$ cat src/rtl/oreg_drain.sv
`default_nettype none
// ============================================================================
// oreg_drain : snapshots one systolic column's partial sums on cap and
//              streams them out row 0 first over valid/ready.
// Revision   : 1.0
// ============================================================================
module oreg_drain #(
  parameter int WIDTH = 16,
  parameter int DEPTH = 4
) (
  input  logic                   clk,
  input  logic                   rst,
  input  logic                   clr,
  input  logic                   cap,
  input  logic [DEPTH*WIDTH-1:0] i_data,
  output logic [WIDTH-1:0]       o_data,
  output logic                   o_valid,
  input  logic                   o_ready,
  output logic                   o_last,
  output logic                   busy,
  output logic                   ovf
);

  localparam int IDX_W = (DEPTH > 1) ? $clog2(DEPTH) : 1;
  localparam logic [IDX_W-1:0] LAST_IDX = IDX_W'(DEPTH - 1);

  typedef enum logic [0:0] {
    IDLE  = 1'b0,
    DRAIN = 1'b1
  } state_t;

  state_t           state;
  state_t           state_n;
  logic [IDX_W-1:0] idx;
  logic [IDX_W-1:0] idx_n;
  logic [WIDTH-1:0] shadow [DEPTH];
  logic             load;
  logic             ovf_set;
  logic             at_last;
  logic             xfer;

  assign at_last = (idx == LAST_IDX);
  assign xfer    = (state == DRAIN) && o_ready;

  // Every output is decoded from registered state only.
  assign o_valid = (state == DRAIN);
  assign o_last  = (state == DRAIN) && at_last;
  assign busy    = (state == DRAIN);
  assign o_data  = shadow[idx];

  always_comb begin
    state_n = state;
    idx_n   = idx;
    load    = 1'b0;
    ovf_set = 1'b0;
    case (state)
      IDLE: begin
        if (cap) begin
          load    = 1'b1;
          idx_n   = '0;
          state_n = DRAIN;
        end
      end
      DRAIN: begin
        if (xfer && at_last) begin
          // A capture coinciding with the final handshake chains the next tile.
          if (cap) begin
            load  = 1'b1;
            idx_n = '0;
          end else begin
            state_n = IDLE;
          end
        end else begin
          if (xfer) begin
            idx_n = idx + IDX_W'(1);
          end
          if (cap) begin
            ovf_set = 1'b1;
          end
        end
      end
      default: begin
        state_n = IDLE;
      end
    endcase
  end

  always_ff @(posedge clk) begin
    if (rst || clr) begin
      state <= IDLE;
      idx   <= '0;
      ovf   <= 1'b0;
      for (int r = 0; r < DEPTH; r++) begin
        shadow[r] <= '0;
      end
    end else begin
      state <= state_n;
      idx   <= idx_n;
      if (ovf_set) begin
        ovf <= 1'b1;
      end
      if (load) begin
        for (int r = 0; r < DEPTH; r++) begin
          shadow[r] <= i_data[r*WIDTH +: WIDTH];
        end
      end
    end
  end

endmodule
`default_nettype wire

$ cat config.mk
export PLATFORM = sky130hd
export DESIGN_NAME = oreg_drain
export DESIGN_NICKNAME = d
export VERILOG_FILES = /design/src/rtl/oreg_drain.sv
export SDC_FILE = /design/constraint.sdc
export NUM_CORES = 1
export LEC_CHECK = 0
export ABC_AREA = 1
export CELL_PAD_IN_SITES_DETAIL_PLACEMENT = 0
export CELL_PAD_IN_SITES_GLOBAL_PLACEMENT = 1
export CORE_ASPECT_RATIO = 0.9
export CORE_MARGIN = 10
export CORE_UTILIZATION = 41
export CTS_BUF_LIST = sky130_fd_sc_hd__clkbuf_2 sky130_fd_sc_hd__clkbuf_4 sky130_fd_sc_hd__clkbuf_8
export DETAILED_ROUTE_END_ITERATION = 6
export PLACE_DENSITY_LB_ADDON = 0.12
export SETUP_SLACK_MARGIN = 0.4
export SLEW_MARGIN = 40
export SYNTH_ARGS = -nofsm -noshare
export SYNTH_HDL_FRONTEND = slang
export SYNTH_SLANG_ARGS = --single-unit
$ cat constraint.sdc
create_clock -name clk -period 5.9 [get_ports clk]
set_input_delay 1.18 -clock clk [delete_from_list [all_inputs] [get_ports clk]]
set_output_delay 1.18 -clock clk [all_outputs]
set_load 0.02 [all_outputs]
==> results.cfg, run 1 <==
[floorplanning]
die_h_um = 106
io_pins = 89
dieWidth_um = 115
dieArea_um2 = 12100
start_util_pct = 41.7
core_um2 = 7990
rows = 31

[clock_network]
clock_sinks = 70
path_clk_slew_ns = 0.06
cts_buffers = 9
cts_root_buf = clkbuf_8
cts_resized = 0
post_cts_buffers = 0
clk_latency_ns = 0.34
cts_hold_buf = 0
cts_tree = built
cts_buffer_depth = 2
h-tree-depth = 3

[layout]
layout_common_cells = 88 x clkdlybuf4s50_1, 73 x inv_1, 64 x edfxtp_1
final_layout_size_suffix_gt1_share_pct = 19.8
regArea_um2 = 2040
fillers = 728
antenna_cells = 0
multi_input_area_um2 = 905
nets = 484
area_growth_pct = 33.3
design_area_um2 = 4450
layout_commonest_cell = clkdlybuf4s50_1

[setup_path]
endpoint_kind = output port
slowest_stage = clkdlybuf4s50_1
slowest_delay_ns = 0.65
required_ns = 4.72
crit_type = reg -> out
crit_family = buffers and inverters
crit_arrival_ns = 2.36
cp-start-kind = flip-flop
critPathBufInv = 3
crit_chain = buf_4 -> inv_2 -> o21ai_0 -> o22ai_1 -> clkdlybuf4s50_1
cp_max_fo = 33

[sta]
min_period_ns = 3.54
worst_pin_slew_ns = 0.662
report.final.slew_viol_count = 0
fin_skew_ns = 0.00774
slew-limit-headroom_pct = 55.8
setup_viol = 0
min_period_over_period_pct = 60.0
fmax_mhz = 282
rsz0062_at_grt = no
tns_ns = 0
finalHoldViolations = 0

[routing]
dr.pass1.iters = 4
wl_met3_um = 531
top_layer_used = met4
wl_met1_um = 3140
via_per_inst = 4.55
vias = 2357
wl_per_cell_um = 13.9
drc = 0
wl_met2_um = 3430
wirelength_um = 7190
drt_iter0_markers = 73
ant_nets = 0

[synthesis]
synth-xor-area-share_pct = 0
synth_fp_nets = 396
synth_top_cell_by_area = edfxtp_1
synthMuxAreaShare_pct = 0
ys_warn_count = 0
syn_avg_cell_area_um2 = 10.2
synthAdderAreaFrac_pct = 0.375
synth_area_leaders = edfxtp_1 58%, nor2_2 11%, inv_1 8.2%, nor2_1 4.4%, o21ai_0 3.8%
syn_inst = 326
syn_area_um2 = 3340
synth_top_family_by_area = simple AND/OR/NAND/NOR gates
synth-seq-cells = 70
synth_top_area_share_pct = 57.6
synth_seq_area_share_pct = 61.2
synth_compound_area_share_pct = 8.48
synthSimpleGateAreaFrac_pct = 18.0
synth.distinct_cells = 21

[placed_design]
routabilityCongestion = 0.715
hpwlAfterDp_um = 5050
placed_area_um2 = 4290
port-buffer-count = 88

[power_and_ir_drop]
vdd_ir_drop_max_uv = 98.8
p_leak_nw = 1.95
p_per_area_nw_per_um2 = 231

[worst_hold_path]
hold_path.class = reg -> reg

[global_route]
grt_pass1_wl_um = 11500
grt_pass1_vias = 2445
grt_max_degree = 46
track_usage_pct = 11.9
overflow = 0
grt_antenna_before_repair = 0

[job]
maxCapViolCount = 0

[status]
status = complete, no violations
[Yosys cell counts (all sizes together)]
| master | n |
|---|---|
| o21a | 1 |
| inv | 75 |
| nand2 | 9 |
| o21ai | 32 |
| edfxtp | 64 |
| buf | 13 |
| a21oi | 3 |
| nand3 | 4 |
| o22ai | 16 |
| ha | 1 |
| dfxtp | 6 |
| nor2 | 100 |
| clkbuf | 2 |
[final cells by class]
class	instances	area share (%)
sequential	70	45.9
timing repair buffer	92	21.0
multi-input combinational	166	20.3
clock inverter	6	0.647
tap	99	2.78
inverter	75	6.33
clock buffer	10	2.95
[routing by layer]
layer,GRT usage (%),vias up
li1,-,1208
met3,4.14,9
met2,18.7,65
met5,0,-
met1,14.5,1075
met4,5.04,0
[power breakdown]
| part | internal (W) | total [W] | leakage [nW] | switching, W |
|---|---|---|---|---|
| Combinational | 0.0000711 | 0.000133 | 1.08 | 0.0000623 |
| Sequential | 0.000569 | 0.000577 | 0.785 | 0.00000775 |
| Clock | 0.000151 | 0.000319 | 0.0820 | 0.000168 |
[registers in the layout, indices dropped and copies added, names as in the netlist, named ones only]
name,count
ovf,1
busy,1
idx,2
shadow,64
[cells by family after synthesis]
kind of cell	count (synthesis)
and+or+nand+nor	113
buffers and inverters	90
DFF	70
AOI/OAI and AO/OA	52
adders and majority gates	1
[worst paths after layout]
check | startpoint | to | slack [ns] | cells past startpoint
min | ovf | ovf | 0.47 | 1
max | flip-flop | o_data[14] | 2.36 | 5
min reg2reg | ovf | ovf | 0.47 | 1
max reg2reg | idx[0] | shadow[1][12] | 3.94 | 6
[worst reg2reg max path: stages (launching register included)]
cell	delay (ns)
dfxtp_1	0.34
ha_1	0.19
nand2_1	0.07
nand2_2	0.12
nand2_1	0.10
nand2_4	0.43
buf_4	0.39
[metrics by stage]
stage / worst slack, ns / util (%) / total power (W) / cells / hold slack (ns)
floorplan: 2.70 / - / 0.000647 / 326 / 0.516
global route: 2.18 / 55.7 / 0.00108 / 518 / 0.504
CTS: 2.35 / 55.7 / 0.00104 / 518 / 0.478
finish: 2.36 / 55.7 / 0.00103 / 518 / 0.471
detailed placement: 2.72 / 53.7 / 0.000723 / 502 / 0.468
global placement: 2.46 / 53.1 / 0.000721 / 500 / 0.458
(Power assumes the default switching activity.)
==> run 2, diff against run 1 <==
CORE_UTILIZATION = 34   (was 41)
clock period = 3 ns   (was 5.9 ns; I/O delays follow)
==> run 2 against run 1 <==
Compared with the run above:
- sequential cell count is the same
- core utilization shrank 8.1 points
- register-to-register slack lost 2.8 ns
- global-route usage shrank 1.1 points
- sequential power grew 96%
- cell area grew 2.7%
- hold slack gained 0.0033 ns
- first-iteration DRC count grew 64%
- final cell count grew 5.0%
- critical endpoint is now o_data[8]
==> results.cfg, run 2 (same netlist as run 1, synthesis figures left out) <==
[global_route]
grt_antenna_before_repair = 0
grt_max_degree = 65
track_usage_pct = 10.8
overflow = 0
grt_pass1_wl_um = 12400
grt_pass1_vias = 2411

[worst_hold_path]
hold_depth = 1
hold_path.class = reg -> reg
min_to = ovf
min-delay-start = ovf

[placed_design]
hpwlAfterDp_um = 5190
dp_slack_ns = 0.555
routabilityCongestion = 0.754
port-buffer-count = 88
place_inst = 529

[setup_path]
cp-start-kind = flip-flop
endpoint_kind = output port
r2r_cells = 6
r2r_setup_slack_ns = 1.19
cp_max_fo = 32
reg2reg_to = shadow[1][3]
crit_type = reg -> out
r2r-start = idx[1]
crit_arrival_ns = 1.92
required_ns = 2.40

[layout]
largest_registers = shadow (64), idx (2)
layout.cells.non_filler = 544
area_growth_pct = 37.0
largest_reg_flops = 64
antenna_cells = 0
postLayoutCoreUtil_pct = 47.5
layout_common_cells = 73 x inv_1, 73 x clkdlybuf4s50_1, 64 x edfxtp_1
largest-register = shadow
fillers = 963
final_layout_size_suffix_gt1_share_pct = 20.1
nets = 484

[sta]
min_period_ns = 2.52
finalWorstSetupSlack_ns = 0.481
fmax_mhz = 397
fin_skew_ns = 0.00490
tns_ns = 0
min_period_over_period_pct = 84.0
slew-limit-headroom_pct = 61.9
setup_viol = 0
rsz0062_at_grt = no
finalHoldViolations = 0
worst_pin_slew_ns = 0.571
report.final.slew_viol_count = 0

[routing]
ant_nets = 0
dr.pass1.iters = 4
vias = 2368
drc = 0
drt_iter0_markers = 120
via_per_inst = 4.35
wirelength_um = 7570
wl_per_cell_um = 13.9

[clock_network]
cts_buffers = 9
cts_tree = built
cts_root_buf = clkbuf_8
cts_hold_buf = 0
clk_latency_ns = 0.34
clock_sinks = 70
path_clk_slew_ns = 0.07
h-tree-depth = 3
cts_buffer_depth = 2

[power_and_ir_drop]
p_per_area_nw_per_um2 = 478
vdd_ir_drop_max_uv = 286
p_leak_nw = 2.20

[job]
maxCapViolCount = 0

[status]
status = complete, no violations

[floorplanning]
rows = 34
io_pins = 89
dieWidth_um = 124
die_h_um = 114
core_um2 = 9610
start_util_pct = 34.7
dieArea_um2 = 14200
run 2: cell types whose count changed in the layout (fill, tap and decap cells not counted), moves of 2 or more:
| cell | delta |
|---|---|
| dlymetal6s2s_1 | +15 |
| clkdlybuf4s50_1 | -15 |
| inv_4 | +2 |
| inv_2 | -2 |
| bufinv_16 | +2 |
run 2: cell type report:
class / instances / area, um^2 / area share (%)
sequential: 70 / 2040 / 44.7
multi-input combinational: 166 / 900 / 19.7
clock buffer: 9 / 124 / 2.71
timing repair buffer: 92 / 981 / 21.5
clock inverter: 6 / 77.6 / 1.70
tap: 126 / 158 / 3.45
inverter: 75 / 287 / 6.27
run 2: how the worst max path moves through the flow:
| stage | from | endpoint | slack (ns) |
|---|---|---|---|
| 5_1_grt | flip-flop | o_data[8] | 0.41 |
| 4_1_cts | flip-flop | o_data[12] | 0.40 |
| 6_report | flip-flop | o_data[8] | 0.48 |
| 3_3_place_gp | flip-flop | o_data[8] | 0.59 |
| 2_1_floorplan | o_ready | shadow[0][0] | 0.99 |
| 3_5_place_dp | flip-flop | o_data[15] | 0.55 |
run 2: metal layers:
layer	track usage [%]	routed length, um	vias to the layer above	share of wire (%)
li1	-	-	1206	-
met4	3.03	53	0	0.70
met3	4.04	408	4	5.4
met5	0	0	-	0
met1	13.3	3520	1099	46
met2	17.3	3590	59	47
run 2: power by group:
part / switching, W / total (W) / internal (W)
sequential: 0.0000154 / 0.00113 / 0.00112
combinational: 0.000123 / 0.000260 / 0.000138
clock: 0.000334 / 0.000789 / 0.000455
run 2: timing repair:
action	in CTS	in global routing
buffers inserted	0	0
pin swaps	0	0
endpoints found under the setup margin	16	15
gates resized for setup	5	15
run 2: stage by stage:
stage	instance area [um^2]	total power (W)	hold slack [ns]
after floorplan	3340	0.00127	0.516
after global placement	4320	0.00142	0.455
after detailed placement	4320	0.00142	0.457
after CTS	4530	0.00222	0.478
after global routing	4570	0.00228	0.501
final	4570	0.00218	0.474
run 2: worst max-delay path, cell delays in order (launching register included):
cell             delay (ns)
dfxtp_1                0.41
buf_8                  0.25
o21ai_0                0.12
o22ai_1                0.17
clkdlybuf4s50_1        0.63
==> run 3, diff against run 2 <==
clock period = 2.15 ns   (was 3 ns; I/O delays follow)
==> run 3 against run 2 <==
Compared with the run above:
- critical path depth is 1 higher
- total power is 38% higher
- core utilization is 2.1 points higher
- setup slack worse by 0.17 ns
- clock skew is 0.0044 ns higher
- count of clock-buffer cells in the layout is 4 higher
- via count is 3.8% higher
- die area stayed put
- largest cell class unchanged
- largest power group unchanged
- highest routed layer unchanged
==> results.cfg, run 3 (same netlist as run 1, synthesis figures left out) <==
[power_and_ir_drop]
seqPwrFrac_pct = 52.8
p_leak_nw = 2.16
clockPowerShare_pct = 34.5
switching_share_pct = 22.1
switching_power_w = 0.000666
p_int_w = 0.00234
p_per_area_nw_per_um2 = 630
vdd_ir_drop_max_uv = 330
p_comb_share_pct = 12.7

[setup_path]
r2r-start = idx[1]
cp-start-kind = flip-flop
required_ns = 1.72
crit_type = reg -> out
endpoint_kind = output port
cp_max_fo = 6
crit_arrival_ns = 1.41

[sta]
finalHoldViolations = 0
rsz0062_at_grt = yes
worst_pin_slew_ns = 0.300
setup_viol = 0
slew-limit-headroom_pct = 80.0
tns_ns = 0
report.final.slew_viol_count = 0
min_period_ns = 1.84
fmax_mhz = 544
fin_skew_ns = 0.00930
min_period_over_period_pct = 85.5

[floorplanning]
start_util_pct = 34.7
rows = 34
io_pins = 89
core_um2 = 9610
dieArea_um2 = 14200
dieWidth_um = 124
die_h_um = 114

[routing]
drt_iter0_markers = 94
wl_met3_um = 470
wirelength_um = 7980
dr.pass1.iters = 4
ant_nets = 0
drc = 0
wl_per_cell_um = 14.3
top_layer_used = met4
via_per_inst = 4.40
wl_met2_um = 3720
wl_met1_um = 3650
vias = 2457

[layout]
design_area_um2 = 4770
largest-register = shadow
largest_registers = shadow (64), idx (2)
fillers = 941
final_layout_size_suffix_gt1_share_pct = 30.5
area_growth_pct = 43.1
layout_common_cells = 73 x inv_1, 68 x clkdlybuf4s50_1, 64 x edfxtp_1
largest_reg_flops = 64
nets = 499
antenna_cells = 0
regArea_um2 = 2050
layout_commonest_cell = inv_1
multi_input_area_um2 = 978

[clock_network]
cts_tree = built
cts_buffer_depth = 2
cts_hold_buf = 0
clock_sinks = 70
cts_buffers = 9
cts_root_buf = clkbuf_8
clk_latency_ns = 0.34
h-tree-depth = 3
path_clk_slew_ns = 0.07

[global_route]
grt_pass1_wl_um = 12500
grt_antenna_before_repair = 0
track_usage_pct = 11.0
overflow = 0
grt_max_degree = 34
grt_pass1_vias = 2518

[placed_design]
port-buffer-count = 88
routabilityCongestion = 0.730
hpwlAfterDp_um = 5650
placed_area_um2 = 4420

[worst_hold_path]
min-delay-start = ovf
hold_path.class = reg -> reg

[job]
maxCapViolCount = 0

[status]
status = complete, no violations
## run 3: layout make-up
type / count / area share (%)
Clock buffer: 13 / 3.22
Clock inverter: 2 / 0.708
Inverter: 75 / 6.11
Multi-Input combinational cell: 166 / 20.5
Sequential cell: 70 / 42.9
Tap cell: 126 / 3.30
Timing Repair Buffer: 107 / 23.2
## run 3: worst paths after layout
kind / cells after the start / end / slack [ns]
setup / recovery: 5 / o_data[0] / 0.31
hold / removal: 1 / ovf / 0.47
setup reg to reg: 6 / shadow[0][13] / 0.65
hold reg to reg: 1 / ovf / 0.47
## run 3: stage by stage
stage	total power (W)	cells	utilization (%)	hold slack (ns)	worst slack, ns
2_1_floorplan	0.00178	326	-	0.516	0.553
3_3_place_gp	0.00199	540	45.9	0.455	0.123
3_5_place_dp	0.00200	540	45.9	0.453	0.0856
4_1_cts	0.00303	558	48.8	0.483	0.269
5_1_grt	0.00312	559	49.6	0.498	0.241
6_report	0.00301	559	49.6	0.471	0.312
## run 3: worst max-delay path, stage by stage, from the launching register on
cell,delay [ns]
dfxtp_4,0.43
buf_6,0.12
buf_6,0.12
o21ai_4,0.06
o22ai_2,0.19
buf_6,0.14
## run 3: routing by layer
metal | GRT usage, % | vias up
li1 | - | 1242
met1 | 13.5 | 1141
met2 | 17.4 | 62
met3 | 3.34 | 12
met4 | 4.89 | 0
met5 | 0 | -
## run 3: power by group through the flow
| stage | combinational [W] | clock [W] | sequential [W] |
|---|---|---|---|
| final | 0.000383 | 0.00104 | 0.00159 |
| after global routing | 0.000416 | 0.00111 | 0.00160 |
| after CTS | 0.000383 | 0.00106 | 0.00159 |
| after detailed placement | 0.000382 | 0 | 0.00161 |
| after global placement | 0.000380 | 0 | 0.00161 |
| after floorplan | 0.000167 | 0 | 0.00161 |
## run 3: repair_timing
action	4_1_cts	5_1_grt
buffers inserted	1	0
cloned	2	1
endpoints found under the setup margin	19	18
resized for setup	116	20
pin swaps	4	6
